<file path="src/rtl/mon_pkg.sv">
// rtl/mon_pkg.sv - shared types and signature update for the CPU run monitor
package mon_pkg;

  typedef enum logic [1:0] {
    ST_HOLD = 2'd0,
    ST_RUN  = 2'd1,
    ST_DONE = 2'd2
  } state_e;

  typedef enum logic [1:0] {
    STAT_NONE    = 2'd0,
    STAT_HALT    = 2'd1,
    STAT_HANG    = 2'd2,
    STAT_TIMEOUT = 2'd3
  } status_e;

  localparam int unsigned SIG_MAX_W = 64;
  typedef logic [SIG_MAX_W-1:0] sig_word_t;

  // Rotate-left-by-one within the low w bits, then fold in data and register index.
  function automatic sig_word_t sig_update(sig_word_t sig, sig_word_t data,
                                           logic [4:0] rd, int unsigned w);
    sig_word_t mask;
    sig_word_t rot;
    mask = {SIG_MAX_W{1'b1}} >> (SIG_MAX_W - w);
    rot  = ((sig << 1) | (sig >> (w - 1))) & mask;
    return (rot ^ data ^ sig_word_t'(rd)) & mask;
  endfunction

endpackage

</file>
<file path="src/rtl/sig_accum.sv">
// rtl/sig_accum.sv - signature register folding one write per enabled cycle
module sig_accum
  import mon_pkg::*;
#(
  parameter int unsigned W = 32
) (
  input  logic         clk,
  input  logic         clr_i,
  input  logic         en_i,
  input  logic [W-1:0] data_i,
  input  logic [4:0]   reg_i,
  output logic [W-1:0] sig_o
);

  logic [W-1:0] sig_q, sig_d;

  always_comb begin
    sig_d = sig_q;
    if (en_i) sig_d = W'(sig_update(sig_word_t'(sig_q), sig_word_t'(data_i), reg_i, W));
  end

  always_ff @(posedge clk) begin
    if (clr_i) sig_q <= '0;
    else       sig_q <= sig_d;
  end

  assign sig_o = sig_q;

endmodule

</file>
<file path="src/rtl/cpu_run_monitor.sv">
// rtl/cpu_run_monitor.sv - CPU reset sequencing, run counters and halt/hang/timeout detection
module cpu_run_monitor
  import mon_pkg::*;
#(
  parameter int unsigned RESET_CYCLES = 2,
  parameter int unsigned MAX_CYCLES   = 100000,
  parameter int unsigned STALL_LIMIT  = 64,
  parameter int unsigned HALT_REPEAT  = 3,
  parameter int unsigned PC_W         = 32,
  parameter int unsigned DATA_W       = 32,
  parameter int unsigned CNT_W        = 32
) (
  input  logic              clk,
  input  logic              reset,
  input  logic              wb_valid,
  input  logic [PC_W-1:0]   wb_pc,
  input  logic              wb_we,
  input  logic [4:0]        wb_reg,
  input  logic [DATA_W-1:0] wb_data,
  output logic              cpu_reset,
  output logic              run_en,
  output logic              done,
  output logic [1:0]        status,
  output logic [CNT_W-1:0]  cycle_count,
  output logic [CNT_W-1:0]  retire_count,
  output logic [DATA_W-1:0] signature
);

  state_e            state_q, state_d;
  status_e           status_q, status_d;
  logic [CNT_W-1:0]  hold_cnt_q, hold_cnt_d;
  logic [CNT_W-1:0]  cycle_q, cycle_d;
  logic [CNT_W-1:0]  retire_q, retire_d;
  logic [CNT_W-1:0]  idle_q, idle_d;
  logic [CNT_W-1:0]  rep_q, rep_d;
  logic [PC_W-1:0]   last_pc_q, last_pc_d;
  logic              cpu_reset_q, cpu_reset_d;
  logic              run_en_q, run_en_d;
  logic              done_q, done_d;
  logic              halt, hang, tmo, sig_en;

  always_ff @(posedge clk) begin
    if (reset) begin
      state_q     <= ST_HOLD;
      status_q    <= STAT_NONE;
      hold_cnt_q  <= '0;
      cycle_q     <= '0;
      retire_q    <= '0;
      idle_q      <= '0;
      rep_q       <= '0;
      last_pc_q   <= '0;
      cpu_reset_q <= 1'b1;
      run_en_q    <= 1'b0;
      done_q      <= 1'b0;
    end else begin
      state_q     <= state_d;
      status_q    <= status_d;
      hold_cnt_q  <= hold_cnt_d;
      cycle_q     <= cycle_d;
      retire_q    <= retire_d;
      idle_q      <= idle_d;
      rep_q       <= rep_d;
      last_pc_q   <= last_pc_d;
      cpu_reset_q <= cpu_reset_d;
      run_en_q    <= run_en_d;
      done_q      <= done_d;
    end
  end

  always_comb begin
    state_d    = state_q;
    status_d   = status_q;
    hold_cnt_d = hold_cnt_q;
    cycle_d    = cycle_q;
    retire_d   = retire_q;
    idle_d     = idle_q;
    rep_d      = rep_q;
    last_pc_d  = last_pc_q;
    halt       = 1'b0;
    hang       = 1'b0;
    tmo        = 1'b0;
    case (state_q)
      ST_HOLD: begin
        hold_cnt_d = hold_cnt_q + CNT_W'(1);
        if (hold_cnt_q == CNT_W'(RESET_CYCLES - 1)) state_d = ST_RUN;
      end
      ST_RUN: begin
        cycle_d = cycle_q + CNT_W'(1);
        if (wb_valid) begin
          retire_d  = retire_q + CNT_W'(1);
          last_pc_d = wb_pc;
          rep_d     = (wb_pc == last_pc_q && rep_q != '0) ? rep_q + CNT_W'(1) : CNT_W'(1);
          idle_d    = '0;
        end else begin
          idle_d = idle_q + CNT_W'(1);
        end
        halt = wb_valid && (rep_d == CNT_W'(HALT_REPEAT));
        hang = !wb_valid && (idle_d == CNT_W'(STALL_LIMIT));
        tmo  = (cycle_d == CNT_W'(MAX_CYCLES));
        if (halt || hang || tmo) begin
          state_d  = ST_DONE;
          status_d = halt ? STAT_HALT : (hang ? STAT_HANG : STAT_TIMEOUT);
        end
      end
      default: ;
    endcase
  end

  // Control outputs are registered copies of the decoded next state.
  always_comb begin
    cpu_reset_d = (state_d == ST_HOLD);
    run_en_d    = (state_d == ST_RUN);
    done_d      = (state_d == ST_DONE);
  end

  assign sig_en = (state_q == ST_RUN) && wb_valid && wb_we && (wb_reg != 5'd0);

  sig_accum #(.W(DATA_W)) u_sig (
    .clk    (clk),
    .clr_i  (reset),
    .en_i   (sig_en),
    .data_i (wb_data),
    .reg_i  (wb_reg),
    .sig_o  (signature)
  );

  assign cpu_reset    = cpu_reset_q;
  assign run_en       = run_en_q;
  assign done         = done_q;
  assign status       = status_q;
  assign cycle_count  = cycle_q;
  assign retire_count = retire_q;

endmodule
</file>
<file path="config.mk">
export PLATFORM = sky130hd
export DESIGN_NAME = cpu_run_monitor
export DESIGN_NICKNAME = d
export VERILOG_FILES = /design/src/rtl/mon_pkg.sv /design/src/rtl/sig_accum.sv /design/src/rtl/cpu_run_monitor.sv
export SDC_FILE = /design/constraint.sdc
export NUM_CORES = 1
export LEC_CHECK = 0
export BUFFER_PORTS_ARGS = -buffer_cell sky130_fd_sc_hd__buf_2
export CAP_MARGIN = 20
export CORE_AREA = 2 2 163 205
export CTS_CLUSTER_SIZE = 24
export DETAILED_ROUTE_END_ITERATION = 10
export DIE_AREA = 0 0 165 207
export PLACE_DENSITY = 0.66
export SYNTH_ARGS = -nofsm -noshare
export SYNTH_HDL_FRONTEND = slang
export SYNTH_HIERARCHICAL = 1
export SYNTH_SLANG_ARGS = --single-unit
export TNS_END_PERCENT = 20
</file>
<file path="constraint.sdc">
create_clock -name clk -period 2.9 [get_ports clk]
set_input_delay 0.145 -clock clk [delete_from_list [all_inputs] [get_ports clk]]
set_output_delay 0.145 -clock clk [all_outputs]
set_load 0.03 [all_outputs]
</file>
==> results.tsv <==
stage	metric	value	unit
run_status	status	completed	
yosys	ys.flop_type	dfxtp_1	
floorplanning	die_area	0.0342	mm^2
drt	wl	35400	um
cts	cts_tree	built	
worst_setup_path	cp_max_fo	13	
drt	viasPerCell	5.48	
drt	dr_total_vias	12100	
timing	skew	0.0130	ns
yosys	ys_ff_latch	231	
pwr	p_leak	5.76	nW
worst_setup_path	timing.rr.start	rep_q[2]	
worst_setup_path	critPathLaunchType	flip-flop	
layout	seq_area	0.00463	mm^2
drt	drc	0	
timing	holdWs	0.0590	ns
place	pre_cts_slack	0.142	ns
cts	numCtsBuffers	24	
min_path	hold_class	primary input to flip-flop	
timing	period_needed	2.70	ns
worst_setup_path	required	3.33	ns
timing	setup_viol	0	
timing	tns	0	ns
yosys	yosys_warnings	6	
layout	drive_gt1_frac	0.179	
floorplanning	io_pins	174	
worst_setup_path	rr_endpoint	run_en	
pwr	pwr_density_cell	532	mW/mm^2
layout	final_nets	1854	
drt	wl_per_cell	16.0	um
yosys	syn-num-nets	1648	
worst_setup_path	path_class	flip-flop to flip-flop	
global_route	overflow	0	
timing	setup_slack	0.198	ns
drt	postRouteAntennaNets	0	
worst_setup_path	crit_arrival	3.13	ns
min_path	whs_path_depth	4	
timing	slew_headroom	0.533	
yosys	ys_types	78	
worst_setup_path	reg2reg_depth	8	
min_path	min_to	u_sig/sig_o[0]	
global_route	grt_pass1_wl	58100	um
cts	cts_root_buf	clkbuf_16	
timing	max_freq	370	MHz
yosys	synthCells	1568	
place	placement.io_buffers	173	
cts	clk_pin_slew	0.07	ns
layout	fillers	3068	
place	gp_congestion	0.915	
timing	hold_violations	0	
yosys	yosysSeqAreaShare	0.364	
layout	multi_input_area	0.00751	mm^2
yosys	syn_area	0.0127	mm^2
floorplanning	die_h	207	um
floorplanning	core_area	0.0323	mm^2
place	dp_hpwl	24100	um
cts	clock-sinks	231	
yosys	synth_edf_count	0	
worst_setup_path	endpoint_kind	flip-flop	
drt	dr.pass1.iters	5	
flow_run	drv_cap	0	
timing	period_share	0.932	
layout	antenna_cells	0	
min_path	hold_start	wb_reg[0]	
cts	cts_buffer_depth	3	
cts	htreeDepth	1	
timing	tightest_slew	0.701	ns
timing	slew_violations	0	
global_route	grt_start_max_net_pins	83	
worst_setup_path	reg2reg_slack	0.20	ns
yosys	syn_avg_cell_area	8.09	um^2
cts	worstSkewPairLatency	0.53	ns
global_route	grt_pass1_vias	11600	
yosys	async_reset_ff_frac	0	
floorplanning	die_width	165	um
pwr	p_total	0.00823	W
layout	area_growth	21.9	%
global_route	antenna_found_initial	0	
drt	drt-initial-drc-count	661	
pwr	peakVddDrop	401	uV
global_route	track_usage	0.203	
floorplanning	core.rowCount	74	
worst_setup_path	crit_start	rep_q[2]	
floorplanning	initial_core_util	0.393	
[flip-flops by register name (all words and copies together), names as in the netlist]
signal	cells
last_pc_q	32
cycle_count	32
hold_cnt_q	32
u_sig/sig_o	32
done	1
state_q	2
idle_q	32
status	2
cpu_reset	1
run_en	1
retire_count	32
rep_q	32
[cells in the mapped netlist, types with 28 or more instances]
cell | instances | area (um^2)
a21oi_1 | 126 | 631
and3_1 | 32 | 200
clkbuf_1 | 53 | 199
dfxtp_1 | 231 | 4620
nand2_1 | 174 | 653
nand3_1 | 65 | 325
nand4_1 | 47 | 294
nor2_1 | 197 | 739
nor3_1 | 32 | 160
nor4_1 | 39 | 244
o21ai_0 | 76 | 380
or3_1 | 28 | 175
xnor2_1 | 96 | 841
xor2_1 | 79 | 692
[critical path, cell delays in order, from the launching register on]
cell and delay [ns]:
dfxtp_1 0.55, and3_1 0.39, nand4_4 0.22, o31a_1 0.29
a211oi_1 0.22, nand4_1 0.20, nor4_4 0.42, a21oi_2 0.10
and4_1 0.21
[area by class of cell]
class,instances,share of cell area
well taps,418,0.0338
multi-input cells,1213,0.485
inverters,20,0.00485
repair buffers,284,0.123
clock inverters,12,0.0108
clock buffers,31,0.0432
flip-flops and latches,231,0.299
[cells by family (layout without fill, tap and decap cells)]
family                     Yosys count  in the layout  share of synthesized area
xor gates and xnor gates           180            180                      0.130
buffers and inverters              124            347                     0.0465
adders and majority gates            7              7                    0.00690
muxes                                6              6                    0.00473
AOI/OAI and AO/OA                  301            301                      0.146
DFF                                231            231                      0.364
and+or+nand+nor                    719            719                      0.301
[worst max path at each step]
stage	endpoint	slack, ns	depth (start not counted)
global placement	run_en	0.18	8
detailed placement	run_en	0.14	8
global route	status[1]	-0.003	8
CTS	run_en	0.12	8
finish	run_en	0.20	8
floorplan	run_en	0.28	9
[routing by layer]
layer,vias to the layer above,part of all wire,global-route usage
met2,344,0.49,0.353
li1,5983,-,-
met3,85,0.056,0.0342
met4,0,0.038,0.0795
met5,-,0,0
met1,5701,0.41,0.248
[cell usage in the layout, fill, tap and decap left out, drive strengths merged, types with 60 or more instances in the layout]
cell         netlist  final
o21ai             76     76
xnor2             96     96
dlygate4sd3        0     60
nor2             199    199
xor2              79     79
a21oi            128    128
dfxtp            231    231
buf               48    224
nand3             68     68
nand2            176    176
[power breakdown]
group	total, W	internal [W]	leakage [nW]	switching (W)
sequential	0.00347	0.00333	1.87	0.000141
combinational	0.00144	0.000527	3.49	0.000915
clock	0.00332	0.00198	0.404	0.00134
[timing repair]
item,CTS,global route
buffers inserted,0,1
setup endpoints to repair,0,6
gates resized for setup,0,4
hold buffers,60,0
endpoints found under the hold margin,60,0
[per-stage QoR]
stage                     cell area, um^2  utilization  instances
final                               15500        0.479       2209
after global routing                15500        0.479       2209
after CTS                           15400        0.478       2208
after detailed placement            14000        0.434       2105
after global placement              14000        0.434       2105
after floorplan                     12700            -       1568
Power figures use the tool's default switching activity.
